File: src/rtl/branch_resolver.sv
// EX-stage branch resolver: carries BTB predictions down IF/ID and ID/EX, compares
// them against the actual outcome, issues redirects and drives the BTB update port.
module branch_resolver #(
    parameter int unsigned CNT_W = 32
) (
    input  logic             CLK,
    input  logic             RSTn,
    input  logic             stall,
    input  logic             flush_ext,
    input  logic [31:0]      PC_IF,
    input  logic             predict_IF,
    input  logic [31:0]      preaddr,
    input  logic             is_branch_EX,
    input  logic             taken_EX,
    input  logic [31:0]      target_EX,
    output logic             redirect,
    output logic [31:0]      redirect_pc,
    output logic             branch_jump,
    output logic [31:0]      PC_happen,
    output logic [31:0]      PC_to,
    output logic             predict_EX,
    output logic [CNT_W-1:0] cnt_branch,
    output logic [CNT_W-1:0] cnt_mispredict
);

    logic             ifid_v_q, ifid_v_d;
    logic [31:0]      ifid_pc_q, ifid_pc_d;
    logic             ifid_pt_q, ifid_pt_d;
    logic [31:0]      ifid_ptgt_q, ifid_ptgt_d;
    logic             idex_v_q, idex_v_d;
    logic [31:0]      idex_pc_q, idex_pc_d;
    logic             idex_pt_q, idex_pt_d;
    logic [31:0]      idex_ptgt_q, idex_ptgt_d;

    logic             branch_jump_q, branch_jump_d;
    logic [31:0]      pc_happen_q, pc_happen_d;
    logic [31:0]      pc_to_q, pc_to_d;
    logic             predict_ex_q, predict_ex_d;
    logic [CNT_W-1:0] cnt_branch_q, cnt_branch_d;
    logic [CNT_W-1:0] cnt_mispredict_q, cnt_mispredict_d;

    logic             fire;
    logic             update;
    logic [31:0]      fall;

    // Resolution: flush_ext and stall both mask the compare entirely.
    always_comb begin
        fire        = idex_v_q & ~stall & ~flush_ext;
        fall        = idex_pc_q + 32'd4;
        redirect    = 1'b0;
        redirect_pc = '0;
        if (fire) begin
            if (is_branch_EX && taken_EX && (!idex_pt_q || (idex_ptgt_q != target_EX))) begin
                redirect    = 1'b1;
                redirect_pc = target_EX;
            end else if (is_branch_EX && !taken_EX && idex_pt_q) begin
                redirect    = 1'b1;
                redirect_pc = fall;
            end else if (!is_branch_EX && idex_pt_q) begin
                redirect    = 1'b1;
                redirect_pc = fall;
            end
        end
        update = fire & is_branch_EX;
    end

    always_comb begin
        ifid_v_d    = ifid_v_q;
        ifid_pc_d   = ifid_pc_q;
        ifid_pt_d   = ifid_pt_q;
        ifid_ptgt_d = ifid_ptgt_q;
        idex_v_d    = idex_v_q;
        idex_pc_d   = idex_pc_q;
        idex_pt_d   = idex_pt_q;
        idex_ptgt_d = idex_ptgt_q;
        if (flush_ext || redirect) begin
            ifid_v_d = 1'b0;
            idex_v_d = 1'b0;
        end else if (!stall) begin
            ifid_v_d    = 1'b1;
            ifid_pc_d   = PC_IF;
            ifid_pt_d   = predict_IF;
            ifid_ptgt_d = preaddr;
            idex_v_d    = ifid_v_q;
            idex_pc_d   = ifid_pc_q;
            idex_pt_d   = ifid_pt_q;
            idex_ptgt_d = ifid_ptgt_q;
        end
    end

    // BTB update fields hold between strobes; counters saturate at all-ones.
    always_comb begin
        branch_jump_d    = update;
        pc_happen_d      = pc_happen_q;
        pc_to_d          = pc_to_q;
        predict_ex_d     = predict_ex_q;
        cnt_branch_d     = cnt_branch_q;
        cnt_mispredict_d = cnt_mispredict_q;
        if (update) begin
            pc_happen_d  = idex_pc_q;
            pc_to_d      = target_EX;
            predict_ex_d = ~taken_EX;
            if (cnt_branch_q != '1)
                cnt_branch_d = cnt_branch_q + CNT_W'(1);
        end
        if (redirect && (cnt_mispredict_q != '1))
            cnt_mispredict_d = cnt_mispredict_q + CNT_W'(1);
    end

    always_ff @(posedge CLK or negedge RSTn) begin
        if (!RSTn) begin
            ifid_v_q         <= 1'b0;
            ifid_pc_q        <= '0;
            ifid_pt_q        <= 1'b0;
            ifid_ptgt_q      <= '0;
            idex_v_q         <= 1'b0;
            idex_pc_q        <= '0;
            idex_pt_q        <= 1'b0;
            idex_ptgt_q      <= '0;
            branch_jump_q    <= 1'b0;
            pc_happen_q      <= '0;
            pc_to_q          <= '0;
            predict_ex_q     <= 1'b0;
            cnt_branch_q     <= '0;
            cnt_mispredict_q <= '0;
        end else begin
            ifid_v_q         <= ifid_v_d;
            ifid_pc_q        <= ifid_pc_d;
            ifid_pt_q        <= ifid_pt_d;
            ifid_ptgt_q      <= ifid_ptgt_d;
            idex_v_q         <= idex_v_d;
            idex_pc_q        <= idex_pc_d;
            idex_pt_q        <= idex_pt_d;
            idex_ptgt_q      <= idex_ptgt_d;
            branch_jump_q    <= branch_jump_d;
            pc_happen_q      <= pc_happen_d;
            pc_to_q          <= pc_to_d;
            predict_ex_q     <= predict_ex_d;
            cnt_branch_q     <= cnt_branch_d;
            cnt_mispredict_q <= cnt_mispredict_d;
        end
    end

    assign branch_jump    = branch_jump_q;
    assign PC_happen      = pc_happen_q;
    assign PC_to          = pc_to_q;
    assign predict_EX     = predict_ex_q;
    assign cnt_branch     = cnt_branch_q;
    assign cnt_mispredict = cnt_mispredict_q;

endmodule

File: config.mk
export PLATFORM = sky130hd
export DESIGN_NAME = branch_resolver
export DESIGN_NICKNAME = d
export VERILOG_FILES = /design/src/rtl/branch_resolver.sv
export SDC_FILE = /design/constraint.sdc
export NUM_CORES = 1
export LEC_CHECK = 0
export CELL_PAD_IN_SITES_DETAIL_PLACEMENT = 1
export CELL_PAD_IN_SITES_GLOBAL_PLACEMENT = 2
export CORE_AREA = 3 3 205 207
export CTS_CLUSTER_SIZE = 28
export DETAILED_ROUTE_END_ITERATION = 12
export DIE_AREA = 0 0 208 210
export PLACE_DENSITY_LB_ADDON = 0.1
export SYNTH_ARGS = -nofsm -noshare
export SYNTH_HDL_FRONTEND = slang
export SYNTH_SLANG_ARGS = --single-unit
File: constraint.sdc
create_clock -name CLK -period 2.4 [get_ports CLK]
set_input_delay 0.6 -clock CLK [delete_from_list [all_inputs] [get_ports CLK]]
set_output_delay 0.6 -clock CLK [all_outputs]
set_load 0.05 [all_outputs]
==> flow_metrics.tcl <==
set metrics [dict create \
    fin_crit_sh 1.36 \
    die_x_um 208 \
    drtIter0Drc 415 \
    ys_ff_latch 262 \
    setup_slack_ps -861 \
    wl_per_cell_um 21.0 \
    clockBufferDepth 3 \
    synth_fp_nets 1157 \
    worst_slew_pin_slew_ps 753 \
    ys_warn_count 0 \
    cp_max_fo 7 \
    post-place-ws_ps -1150 \
    slew-limit-headroom 0.498 \
    htree_levels 2 \
    cts_root_buf "clkbuf_16" \
    synth.avg_cell_area_um2 11.1 \
    fmax_mhz 307 \
    area_delta_synth_final_pct 71.0 \
    fin_worst_skew_ps 13.3 \
    grt_util_all_layers 0.201 \
    synth_edf_count 0 \
    yosys-top-cells-area "dfrtp_1 (56%), mux2_1 (9.0%), nand2_1 (8.0%)" \
    drt_pre_antenna_iters 4 \
    hp-class "register to register" \
    antenna_found_initial 3 \
    yosysTopAreaCellShare 0.563 \
    path_class "input port to output pin" \
    grt_max_degree 68 \
    clkTransAtPathRegs_ps 50 \
    num_vias 9661 \
    drive_gt1_frac 0.361 \
    rsz0062_at_grt "yes" \
    clk_latency_ps 520 \
    violations "negative setup slack" \
    cts_tree "built" \
    initial_core_util 0.287 \
    seq_area_frac_synth 0.563 \
    yosys_most_used_dff "dfrtp_1" \
    io_buffers 265 \
    drc 0 \
    power_density_mw_per_mm2 769 \
    cap_violations 0 \
    synth_cells 1051 \
    status "finished with violations" \
    max-vdd-ir-drop_v 0.000481 \
    critPathLaunchType "input port" \
    n_antenna_cell 0 \
    rows 74 \
    yosysTopAreaCell "dfrtp_1" \
    grt_overflow 0 \
    pin_count 266 \
    core_area_mm2 0.0406 \
    cts_num_sinks 262 \
    gp_congestion 0.830 \
    worstPathRequired_ps 1800 \
    syn_area_mm2 0.0116 \
    p_leak_nw 9.63 \
    grt_pass1_vias 10900 \
    crit_arrival_ps 2660 \
    cts_buffers 34 \
    fin_tns_setup_ps -92360 \
    avgViaCountPerCell 4.61 \
    finalCriticalPeriod_ps 3260 \
    final_nets 1644 \
    hold_viol_final 0 \
    final_max_slew_viol_count 0 \
    setup_viol 164 \
    ant_nets 0 \
    netlist-cell-type-count 47 \
    async_flop_share 1.00 \
    crit_path_end_kind "output pin" \
    die_area_mm2 0.0437 \
    dp_hpwl_um 32200 \
    wirelength_um 44000 \
    grt_pass1_wl_um 67800 \
    die_y_um 210 \
]
## through the flow
stage	power [mW]	cell area, um^2	utilization	cells	hold WS [ps]
5_1_grt	16.1	19900	0.491	2095	496
3_5_place_dp	9.92	17700	0.436	1996	464
3_3_place_gp	9.88	17700	0.436	1996	457
2_1_floorplan	7.94	12700	-	1051	304
4_1_cts	15.6	19700	0.487	2093	479
6_report	15.3	19900	0.491	2095	468
## synthesized netlist by cell type, types with 2 or more instances
cell type / number
xor2_1: 36
or3_1: 3
nand2_1: 248
clkbuf_1: 22
buf_1: 3
nand3_1: 48
nor2_1: 25
and3_1: 14
xnor2_1: 82
buf_2: 4
mux2_1: 93
nor4_1: 6
and4_1: 8
dfrtp_1: 262
nand4_1: 31
nor2b_1: 2
o211ai_1: 2
nand2b_1: 5
and2_1: 7
mux2_2: 33
ha_1: 3
inv_1: 17
o21ai_0: 40
nor4b_1: 2
nor2_2: 2
o22ai_1: 7
nor3_1: 15
a21oi_1: 2
buf_6: 11
## critical path, cell delays in order
cell and delay (ps):
dlygate4sd2_1 300, xnor2_2 280, nand4_1 230, nor4_4 340, nand4_1 160, and4_4 260, buf_12 180, nand2_4 60
o21ai_4 70, buf_12 170
## final cells by class
cell class / instances / area, um^2
clock inverters: 11 / 133
fillers: 4297 / 20600
flip-flops and latches: 262 / 6570
inverters: 18 / 67.6
multi-input cells: 729 / 6130
repair buffers: 493 / 5310
well taps: 532 / 666
clock buffers: 50 / 1030
## state kept, by name (all words and copies together) (netlist names), 32 cells and up
name,count
PC_happen,32
PC_to,32
cnt_branch,32
cnt_mispredict,32
idex_pc_q,32
idex_ptgt_q,32
ifid_pc_q,32
ifid_ptgt_q,32
## final timing paths
kind	from	end	slack, ps	cells after the start
hold / removal	PC_to[0]$_DFFE_PN0P_	PC_to[0]$_DFFE_PN0P_	470	2
setup reg to reg	idex_ptgt_q[11]$_DFFE_PN0P_	ifid_pc_q[24]$_DFFE_PN0P_	-620	14
max in group asynchronous	RSTn	idex_pc_q[29]$_DFFE_PN0P_	1090	3
hold reg to reg	PC_to[0]$_DFFE_PN0P_	PC_to[0]$_DFFE_PN0P_	470	2
setup / recovery	target_EX[11]	redirect_pc[1]	-860	10
min in group asynchronous	RSTn	cnt_mispredict[22]$_DFFE_PN0P_	580	2
## cells in the final DEF, fill, tap and decap left out, drive strengths merged, types with 2 or more instances in the layout
| master | count |
|---|---|
| dfrtp | 262 |
| buf | 261 |
| nand2 | 248 |
| clkdlybuf4s50 | 164 |
| mux2 | 126 |
| xnor2 | 82 |
| clkbuf | 50 |
| nand3 | 48 |
| dlygate4sd2 | 47 |
| o21ai | 40 |
| xor2 | 36 |
| nand4 | 31 |
| nor2 | 27 |
| dlymetal6s2s | 20 |
| inv | 18 |
| nor3 | 17 |
| and3 | 14 |
| and4 | 8 |
| and2 | 7 |
| clkinv | 7 |
| o22ai | 7 |
| nor4 | 7 |
| nand2b | 5 |
| nor4b | 3 |
| bufinv | 3 |
| or3 | 3 |
| ha | 3 |
| o211ai | 2 |
| a21oi | 2 |
| nor2b | 2 |
## where the power goes
group | internal [mW] | switching [mW] | total, mW | leakage, nW
Sequential | 5.13 | 0.506 | 5.64 | 3.29
Clock | 3.31 | 1.97 | 5.28 | 0.577
Combinational | 2.03 | 2.36 | 4.39 | 5.76
## what timing repair did
action | 4_1_cts | 5_1_grt
buffers inserted | 29 | 17
endpoints found under the hold margin | 34 | 0
pin swaps | 17 | 14
endpoints found under the setup margin | 234 | 208
cloned | 8 | 0
hold buffers | 1 | 0
resized for setup | 151 | 75
## cell families (layout without fill, tap and decap cells)
family                   count (synthesis)  in the layout  share of synthesized area
buffers and inverters                   60            572                     0.0273
multiplexers                           127            127                      0.123
XOR/XNOR                               118            118                     0.0888
adder cells (fa/ha/maj)                  3              3                    0.00322
AND/OR/NAND/NOR                        427            427                      0.170
AO/OA/AOI/OAI                           54             54                     0.0253
flip-flops                             262            262                      0.563
## metal layers
metal	global-route usage	routed length, um
met1	0.254	18400
met2	0.355	22200
met3	0.0473	2750
met4	0.0425	603
met5	0	39
Note: power is estimated with default switching activity, not from simulation.
